==> src/rtl/m10k_bank_reader.sv <==
// Read initiator for the banked M10K store: walks a strided row range, reads all
// banks in lockstep and streams each row as one wide vector through a 2-entry FIFO.
module m10k_bank_reader #(
  parameter int N_BANKS        = 16,
  parameter int W              = 8,
  parameter int DEPTH_PER_BANK = 1024,
  parameter int AW             = (DEPTH_PER_BANK <= 1) ? 1 : $clog2(DEPTH_PER_BANK)
) (
  input  logic                             clk,
  input  logic                             rst,
  input  logic                             cmd_valid,
  output logic                             cmd_ready,
  input  logic [AW-1:0]                    cmd_base,
  input  logic [AW-1:0]                    cmd_stride,
  input  logic [AW:0]                      cmd_count,
  output logic [N_BANKS-1:0]               b_en,
  output logic [N_BANKS*AW-1:0]            b_addr,
  output logic [N_BANKS-1:0]               b_we,
  output logic [N_BANKS*W-1:0]             b_din,
  output logic [N_BANKS*((W+7)/8)-1:0]     b_be,
  input  logic [N_BANKS*W-1:0]             b_dout,
  output logic                             out_valid,
  input  logic                             out_ready,
  output logic [N_BANKS*W-1:0]             out_data,
  output logic                             out_last,
  output logic                             busy,
  output logic                             done
);

  localparam logic [AW:0] DEPTH_W = (AW+1)'(DEPTH_PER_BANK);

  typedef enum logic [1:0] {IDLE, RUN, DRAIN} state_t;

  state_t               state_q, state_d;
  logic [AW-1:0]        addr_q, addr_d;
  logic [AW-1:0]        stride_q, stride_d;
  logic [AW:0]          remaining_q, remaining_d;
  logic                 pend_q, pend_d;
  logic                 pend_last_q, pend_last_d;
  logic [1:0]           fifo_cnt_q, fifo_cnt_d;
  logic [N_BANKS*W-1:0] head_data_q, head_data_d;
  logic [N_BANKS*W-1:0] tail_data_q, tail_data_d;
  logic                 head_last_q, head_last_d;
  logic                 tail_last_q, tail_last_d;
  logic                 cmd_ready_q, cmd_ready_d;
  logic                 done_q, done_d;

  logic                 pop;
  logic                 push;
  logic                 issue;
  logic [2:0]           credit_use;
  logic [AW:0]          addr_sum;
  logic [AW:0]          addr_wrap;

  assign pop        = (fifo_cnt_q != 2'd0) && out_ready;
  assign push       = pend_q;
  assign credit_use = {1'b0, fifo_cnt_q} + {2'b0, pend_q} - {2'b0, pop};
  // The issue decision sees this cycle's pop so a row freed now is refilled now,
  // which keeps one row per cycle with only two FIFO slots behind the read latency.
  assign issue      = (state_q == RUN) && (credit_use < 3'd2);

  assign addr_sum  = {1'b0, addr_q} + {1'b0, stride_q};
  assign addr_wrap = (addr_sum >= DEPTH_W) ? (addr_sum - DEPTH_W) : addr_sum;

  always_comb begin
    state_d     = state_q;
    addr_d      = addr_q;
    stride_d    = stride_q;
    remaining_d = remaining_q;
    pend_d      = issue;
    pend_last_d = issue && (remaining_q == (AW+1)'(1));
    fifo_cnt_d  = fifo_cnt_q;
    head_data_d = head_data_q;
    tail_data_d = tail_data_q;
    head_last_d = head_last_q;
    tail_last_d = tail_last_q;
    done_d      = 1'b0;

    unique case (state_q)
      IDLE: begin
        if (cmd_valid && cmd_ready_q) begin
          addr_d      = cmd_base;
          stride_d    = cmd_stride;
          remaining_d = cmd_count;
          if (cmd_count == '0) done_d = 1'b1;
          else                 state_d = RUN;
        end
      end
      RUN: begin
        if (issue) begin
          addr_d      = addr_wrap[AW-1:0];
          remaining_d = remaining_q - (AW+1)'(1);
          if (remaining_q == (AW+1)'(1)) state_d = DRAIN;
        end
      end
      DRAIN: begin
        if (pop && head_last_q) begin
          state_d = IDLE;
          done_d  = 1'b1;
        end
      end
      default: state_d = IDLE;
    endcase

    unique case ({push, pop})
      2'b10: begin
        if (fifo_cnt_q == 2'd0) begin
          head_data_d = b_dout;
          head_last_d = pend_last_q;
        end else begin
          tail_data_d = b_dout;
          tail_last_d = pend_last_q;
        end
        fifo_cnt_d = fifo_cnt_q + 2'd1;
      end
      2'b01: begin
        head_data_d = tail_data_q;
        head_last_d = tail_last_q;
        fifo_cnt_d  = fifo_cnt_q - 2'd1;
      end
      2'b11: begin
        if (fifo_cnt_q == 2'd1) begin
          head_data_d = b_dout;
          head_last_d = pend_last_q;
        end else begin
          head_data_d = tail_data_q;
          head_last_d = tail_last_q;
          tail_data_d = b_dout;
          tail_last_d = pend_last_q;
        end
      end
      default: ;
    endcase

    cmd_ready_d = (state_d == IDLE);
  end

  always_ff @(posedge clk or posedge rst) begin
    if (rst) begin
      state_q     <= IDLE;
      addr_q      <= '0;
      stride_q    <= '0;
      remaining_q <= '0;
      pend_q      <= 1'b0;
      pend_last_q <= 1'b0;
      fifo_cnt_q  <= 2'd0;
      head_data_q <= '0;
      tail_data_q <= '0;
      head_last_q <= 1'b0;
      tail_last_q <= 1'b0;
      cmd_ready_q <= 1'b0;
      done_q      <= 1'b0;
    end else begin
      state_q     <= state_d;
      addr_q      <= addr_d;
      stride_q    <= stride_d;
      remaining_q <= remaining_d;
      pend_q      <= pend_d;
      pend_last_q <= pend_last_d;
      fifo_cnt_q  <= fifo_cnt_d;
      head_data_q <= head_data_d;
      tail_data_q <= tail_data_d;
      head_last_q <= head_last_d;
      tail_last_q <= tail_last_d;
      cmd_ready_q <= cmd_ready_d;
      done_q      <= done_d;
    end
  end

  always_ff @(posedge clk) begin
    if (!rst) assert (!(push && !pop && (fifo_cnt_q == 2'd2)));
  end

  for (genvar gi = 0; gi < N_BANKS; gi++) begin : g_lane
    assign b_en[gi]                = issue;
    assign b_addr[gi*AW +: AW]     = addr_q;
    assign b_we[gi]                = 1'b0;
    assign b_din[gi*W +: W]        = '0;
    assign b_be[gi*((W+7)/8) +: ((W+7)/8)] = '0;
  end

  assign cmd_ready = cmd_ready_q;
  assign out_valid = (fifo_cnt_q != 2'd0);
  assign out_data  = head_data_q;
  assign out_last  = head_last_q;
  assign busy      = (state_q != IDLE);
  assign done      = done_q;

endmodule

==> config.mk <==
export PLATFORM = sky130hd
export DESIGN_NAME = m10k_bank_reader
export DESIGN_NICKNAME = d
export VERILOG_FILES = /design/src/rtl/m10k_bank_reader.sv
export SDC_FILE = /design/constraint.sdc
export NUM_CORES = 1
export LEC_CHECK = 0
export CAP_MARGIN = 20
export CORE_AREA = 8 8 237 239
export CTS_BUF_LIST = sky130_fd_sc_hd__clkbuf_2
export DETAILED_ROUTE_END_ITERATION = 7
export DIE_AREA = 0 0 245 247
export GPL_TIMING_DRIVEN = 0
export HOLD_SLACK_MARGIN = 0.1
export SETUP_SLACK_MARGIN = 0.1
export SYNTH_ARGS = -nofsm -noshare
export SYNTH_HDL_FRONTEND = slang
export SYNTH_SLANG_ARGS = --single-unit
==> constraint.sdc <==
create_clock -name clk -period 14.7 [get_ports clk]
set_clock_uncertainty 0.1 [all_clocks]
set_input_delay 2.94 -clock clk [delete_from_list [all_inputs] [get_ports clk]]
set_output_delay 2.94 -clock clk [all_outputs]
set_load 0.05 [all_outputs]
==> impl_metrics.env, run 1 <==
export IMPL_post_route_util=0.429
export IMPL_cp_cell_sequence="clkdlybuf4s50_1 > nand2b_4 > nor2_1 > o21ai_0 > fa_1 > xnor2_1 > nand3_1 > inv_1 > buf_4 > clkdlybuf4s50_1"
export IMPL_syn_area_um2=15400
export IMPL_numCtsBuffers=86
export IMPL_grt_usage=0.167
export IMPL_slew_headroom=0.547
export IMPL_synth_fa_ha_area_frac=0.0148
export IMPL_maxSlewViolCount=0
export IMPL_worst_pin_slew_ns=0.679
export IMPL_dr_first_iter_drc_count=531
export IMPL_gp_congestion=0.807
export IMPL_io_pin_count=632
export IMPL_synth_cells=1465
export IMPL_drive_gt1_frac=0.294
export IMPL_final_nets=2365
export IMPL_synth_avg_cell_area_um2=10.5
export IMPL_async_reset_ff_frac=1.00
export IMPL_post_cts_buffers=0
export IMPL_worstPathArrival_ns=6.47
export IMPL_clock_fmax_mhz=105
export IMPL_required_ns=11.66
export IMPL_max_cap_violations=0
export IMPL_die_w_um=245
export IMPL_drt_antenna_violating_nets=0
export IMPL_crit_path_start_kind="input port"
export IMPL_numPortBuffers=471
export IMPL_clockBufferDepth=3
export IMPL_placed_area_um2=21600
export IMPL_instances_no_fill=2944
export IMPL_ctsResizeCount=0
export IMPL_insertion_delay_ns=0.98
export IMPL_grt_pass1_wl_um=79300
export IMPL_antenna_found_initial=12
export IMPL_finalHoldViolCount=0
export IMPL_cp_end_kind="output port"
export IMPL_path_class="in -> out"
export IMPL_seqCellArea_um2=7430
export IMPL_setup_viol=0
export IMPL_cts_max_level=3
export IMPL_muxShareOfSynthArea=0.0950
export IMPL_start_util=0.295
export IMPL_synthSimpleGateAreaFrac=0.0704
export IMPL_grt_setup_unrepaired="no"
export IMPL_critPathSlowestCell="clkdlybuf4s50_1"
export IMPL_grt_max_degree=125
export IMPL_period_share=0.647
export IMPL_nFillCells=5053
export IMPL_cp_common_cell="clkdlybuf4s50_1"
export IMPL_clock_tree_root_cell="clkbuf_2"
export IMPL_postCtsHoldBufs=0
export IMPL_row_count=84
export IMPL_outcome="finished clean"
export IMPL_clkSinkCount=297
export IMPL_die_area_um2=60500
export IMPL_hold_path_class="reg -> reg"
export IMPL_multi_input_area_um2=5540
export IMPL_ys_flop_type="dfrtp_1"
export IMPL_vias=12800
export IMPL_core_area_um2=52200
export IMPL_yosysSeqAreaShare=0.483
export IMPL_post_route_min_period_ns=9.51
export IMPL_final_cell_area_um2=22400
export IMPL_drt_total_wl_um=53100
export IMPL_post_synth_num_cell_types=59
export IMPL_synthToLayoutAreaGrowth_pct=45.5
export IMPL_synth_compound_area_frac=0.138
export IMPL_ys_ff_latch=297
export IMPL_slowest_delay_ns=0.85
export IMPL_hpwl_um=40400
export IMPL_wl_per_cell_um=18.0
export IMPL_avgViaCountPerCell=4.35
export IMPL_drc=0
export IMPL_drt_pass1_iter_count=5
export IMPL_die_height_um=247
export IMPL_synthXorXnorAreaFrac=0.00228
export IMPL_cp_max_fo=19
export IMPL_grt_overflow=0
export IMPL_yosysWarningCount=0
export IMPL_hold_ws_ns=0.381
export IMPL_synth_top_family_by_area="buffers and inverters"
export IMPL_cts_tree="built"
export IMPL_synth_edff_count=0
export IMPL_place_inst=2785
export IMPL_cts_clk_slew_worst_paths_ns=0.08
export IMPL_grt_pass1_vias=13200
per-layer routing:
metal / up-vias / part of all wire / track usage
met5: - / 0.0015 / 0
met4: 12 / 0.026 / 0.0648
met3: 96 / 0.096 / 0.0699
met2: 474 / 0.51 / 0.289
met1: 6151 / 0.37 / 0.181
li1: 6083 / - / -
flip-flops by register name (all words and copies together), names as in the netlist:
register	cells
tail_last_q	1
addr_q	10
pend_q	1
stride_q	10
state_q	2
pend_last_q	1
remaining_q	11
cmd_ready	1
done	1
out_last	1
fifo_cnt_q	2
out_data	128
tail_data_q	128
synthesized netlist by cell type, types with 11 or more instances:
| library cell | instances | area share |
|---|---|---|
| buf_2 | 24 | 0.0078 |
| nor2_1 | 26 | 0.0063 |
| a22oi_1 | 131 | 0.064 |
| nand2_1 | 180 | 0.044 |
| mux2_2 | 129 | 0.094 |
| o21ai_0 | 123 | 0.040 |
| buf_4 | 352 | 0.17 |
| nand3_1 | 15 | 0.0049 |
| clkbuf_1 | 18 | 0.0044 |
| o21ai_1 | 28 | 0.0091 |
| a21oi_1 | 24 | 0.0078 |
| inv_1 | 14 | 0.0034 |
| ha_1 | 15 | 0.012 |
| buf_6 | 11 | 0.0080 |
| dfrtp_1 | 297 | 0.48 |
cell usage in the layout (no fill, tap or decap), types with 26 or more instances in the layout:
| cell | count |
|---|---|
| a22oi_1 | 131 |
| buf_4 | 352 |
| clkbuf_2 | 124 |
| clkdlybuf4s50_1 | 471 |
| conb_1 | 160 |
| dfrtp_1 | 297 |
| mux2_2 | 129 |
| nand2_1 | 180 |
| nor2_1 | 26 |
| o21ai_0 | 123 |
| o21ai_1 | 28 |
critical path, delay by kind of cell:
family | cells | cell delay [ns]
compound gates | 1 | 0.14
buf+inv | 4 | 2.13
simple gates | 3 | 0.49
fa+ha+maj | 1 | 0.40
xor+xnor | 1 | 0.37
cell families (layout without fill, tap and decap cells):
family | after synthesis | in the layout
AO/OA/AOI/OAI | 338 | 338
XOR/XNOR | 4 | 4
adder cells (fa/ha/maj) | 17 | 17
buffers and inverters | 422 | 1047
flip-flops | 297 | 297
multiplexers | 130 | 130
other | 1 | 167
AND/OR/NAND/NOR | 256 | 256
area by class of cell:
cell class | instances | area share
Multi-Input combinational cell | 905 | 0.247
Inverter | 15 | 0.00296
Tap cell | 688 | 0.0384
Antenna cell | 7 | 0.000782
Buffer | 407 | 0.132
Clock inverter | 28 | 0.00598
Sequential cell | 297 | 0.332
Clock buffer | 124 | 0.0277
Timing Repair Buffer | 473 | 0.213
path summary, 6_finish.rpt:
kind	cells after the start	to	slack, ns	start
worst max-delay path	10	b_en[8]	5.19	out_ready
worst min-delay path	2	out_data[123]	0.38	out_data[123]
worst max register to register	12	addr_q[9]	11.06	fifo_cnt_q[1]
worst min register to register	2	out_data[123]	0.38	out_data[123]
max in group asynchronous	3	tail_data_q[123]	11.11	rst
min in group asynchronous	2	out_data[58]	2.33	rst
stage by stage:
stage / setup WS (ns) / TNS, ns
global route: 4.90 / 0
global placement: -0.510 / -143.82
floorplan: 3.46 / 0
detailed placement: 5.08 / 0
CTS: 5.08 / 0
finish: 5.19 / 0
Power of run 1 is not shown: default switching activity piles up to over one toggle a cycle in this logic, so the estimate is an artifact.
==> run 2: changes to the inputs <==
==> constraint.sdc (replaced) <==
create_clock -name clk -period 9.9 [get_ports clk]
set_clock_uncertainty 0.1 [all_clocks]
set_input_delay 1.98 -clock clk [delete_from_list [all_inputs] [get_ports clk]]
set_output_delay 1.98 -clock clk [all_outputs]
set_load 0.05 [all_outputs]
==> impl_metrics.env, run 2 (same netlist as run 1, synthesis figures left out) <==
export IMPL_crit_path_start_kind="input port"
export IMPL_post_route_min_period_ns=7.61
export IMPL_tns_ns=0
export IMPL_crit_buf_inv=4
export IMPL_seqCellArea_um2=7430
export IMPL_cp_top_family="buffers and inverters"
export IMPL_grt_setup_unrepaired="no"
export IMPL_drt_antenna_violating_nets=0
export IMPL_nFillCells=5112
export IMPL_die_height_um=247
export IMPL_gp_congestion=0.791
export IMPL_slew_headroom=0.550
export IMPL_worstPathArrival_ns=5.53
export IMPL_wl_per_cell_um=18.0
export IMPL_worst_pin_slew_ns=0.674
export IMPL_layout_commonest_cell="clkdlybuf4s50_1"
export IMPL_multi_input_area_um2=5540
export IMPL_cts_tree="built"
export IMPL_dr_first_iter_drc_count=567
export IMPL_grt_overflow=0
export IMPL_ctsResizeCount=0
export IMPL_drt_pass1_iter_count=5
export IMPL_start_util=0.295
export IMPL_mostFrequentLayoutCells="clkdlybuf4s50_1, buf_4, dfrtp_1"
export IMPL_outcome="finished clean"
export IMPL_drt_total_wl_um=53000
export IMPL_critPathSlowestCell="clkdlybuf4s50_1"
export IMPL_hpwl_um=40700
export IMPL_synthToLayoutAreaGrowth_pct=46.0
export IMPL_post_cts_buffers=0
export IMPL_hold_path_class="reg -> reg"
export IMPL_clkSinkCount=297
export IMPL_cts_clk_slew_worst_paths_ns=0.09
export IMPL_final_nets=2370
export IMPL_insertion_delay_ns=0.97
export IMPL_grt_pass1_wl_um=79300
export IMPL_die_area_um2=60500
export IMPL_finalHoldViolCount=0
export IMPL_drive_gt1_frac=0.298
export IMPL_postCtsHoldBufs=0
export IMPL_row_count=84
export IMPL_clock_fmax_mhz=131
export IMPL_vias=12700
export IMPL_antenna_found_initial=6
export IMPL_maxSlewViolCount=0
export IMPL_core_area_um2=52200
export IMPL_cp_common_cell="clkdlybuf4s50_1"
export IMPL_cp_max_fo=19
export IMPL_clockBufferDepth=3
export IMPL_cp_end_kind="output port"
export IMPL_path_class="in -> out"
export IMPL_grt_pass1_vias=13200
export IMPL_drc=0
export IMPL_io_pin_count=632
export IMPL_max_cap_violations=0
export IMPL_clock_tree_root_cell="clkbuf_2"
export IMPL_numPortBuffers=471
export IMPL_grt_usage=0.167
export IMPL_die_w_um=245
export IMPL_setup_viol=0
export IMPL_cp_cell_sequence="clkdlybuf4s50_1 > nand2b_4 > nor2_1 > o21ai_0 > fa_1 > xnor2_1 > nand3_1 > inv_1 > buf_4 > clkdlybuf4s50_1"
export IMPL_grt_max_degree=42
export IMPL_period_share=0.769
export IMPL_numCtsBuffers=85
export IMPL_slowest_delay_ns=0.81
export IMPL_avgViaCountPerCell=4.33
export IMPL_cts_max_level=3
export IMPL_required_ns=7.82
[run 2: cell count changes in the layout (fill, tap and decap cells not counted)]
cell,delta
buf_12,+8
diode_2,-4
bufinv_16,+1
inv_6,-2
clkinv_2,+2
clkbuf_2,+2
buf_16,-2
clkinv_1,-9
inv_8,-1
[run 2: final timing paths]
path	slack, ns	from	end	cells past startpoint
setup / recovery	2.29	out_ready	b_en[10]	10
hold / removal	0.38	pend_last_q	tail_last_q	1
setup reg to reg	6.18	fifo_cnt_q[1]	addr_q[9]	12
hold reg to reg	0.38	pend_last_q	tail_last_q	1
max in group asynchronous	7.40	rst	stride_q[6]	5
min in group asynchronous	1.20	rst	out_data[89]	2
[run 2: layout make-up]
cell class                      count  area share
Timing Repair Buffer              479       0.217
Clock buffer                      126      0.0280
Inverter                           15     0.00278
Multi-Input combinational cell    905       0.246
Antenna cell                        3    0.000334
Sequential cell                   297       0.330
Buffer                            407       0.132
Tap cell                          688      0.0383
Clock inverter                     19     0.00512
[run 2: per-layer routing]
| layer | share of wire | wire, um | vias to the layer above | global-route usage |
|---|---|---|---|---|
| li1 | - | - | 6096 | - |
| met2 | 0.51 | 26900 | 472 | 0.293 |
| met3 | 0.097 | 5160 | 81 | 0.0696 |
| met1 | 0.37 | 19500 | 6081 | 0.179 |
| met5 | 0.00042 | 22 | - | 0 |
| met4 | 0.025 | 1310 | 4 | 0.0610 |
[run 2: stage by stage]
step,setup WS (ns),hold slack (ns),util,instance area (um2),std cells
3_5_place_dp,2.20,0.370,0.416,21700,2791
5_1_grt,2.02,0.409,0.430,22500,2937
3_3_place_gp,1.59,0.362,0.413,21600,2783
2_1_floorplan,3.87,0.350,-,16000,1624
6_report,2.29,0.382,0.431,22500,2939
4_1_cts,2.22,0.390,0.430,22500,2936
Power of run 2 is left out for the same reason.
==> run 3: changes to the inputs <==
==> constraint.sdc (replaced) <==
create_clock -name clk -period 7.1 [get_ports clk]
set_clock_uncertainty 0.1 [all_clocks]
set_input_delay 1.42 -clock clk [delete_from_list [all_inputs] [get_ports clk]]
set_output_delay 1.42 -clock clk [all_outputs]
set_load 0.05 [all_outputs]
==> results of run 3 <==
The final DEF is identical to that of run 2. Status: finished clean.
Main changes from that run: setup slack after placement 2.20 ns -> 0.519 ns; setup slack after layout 2.29 ns -> 0.608 ns; register-to-register setup slack 6.18 ns -> 3.38 ns
Power of run 3 is left out for the same reason.
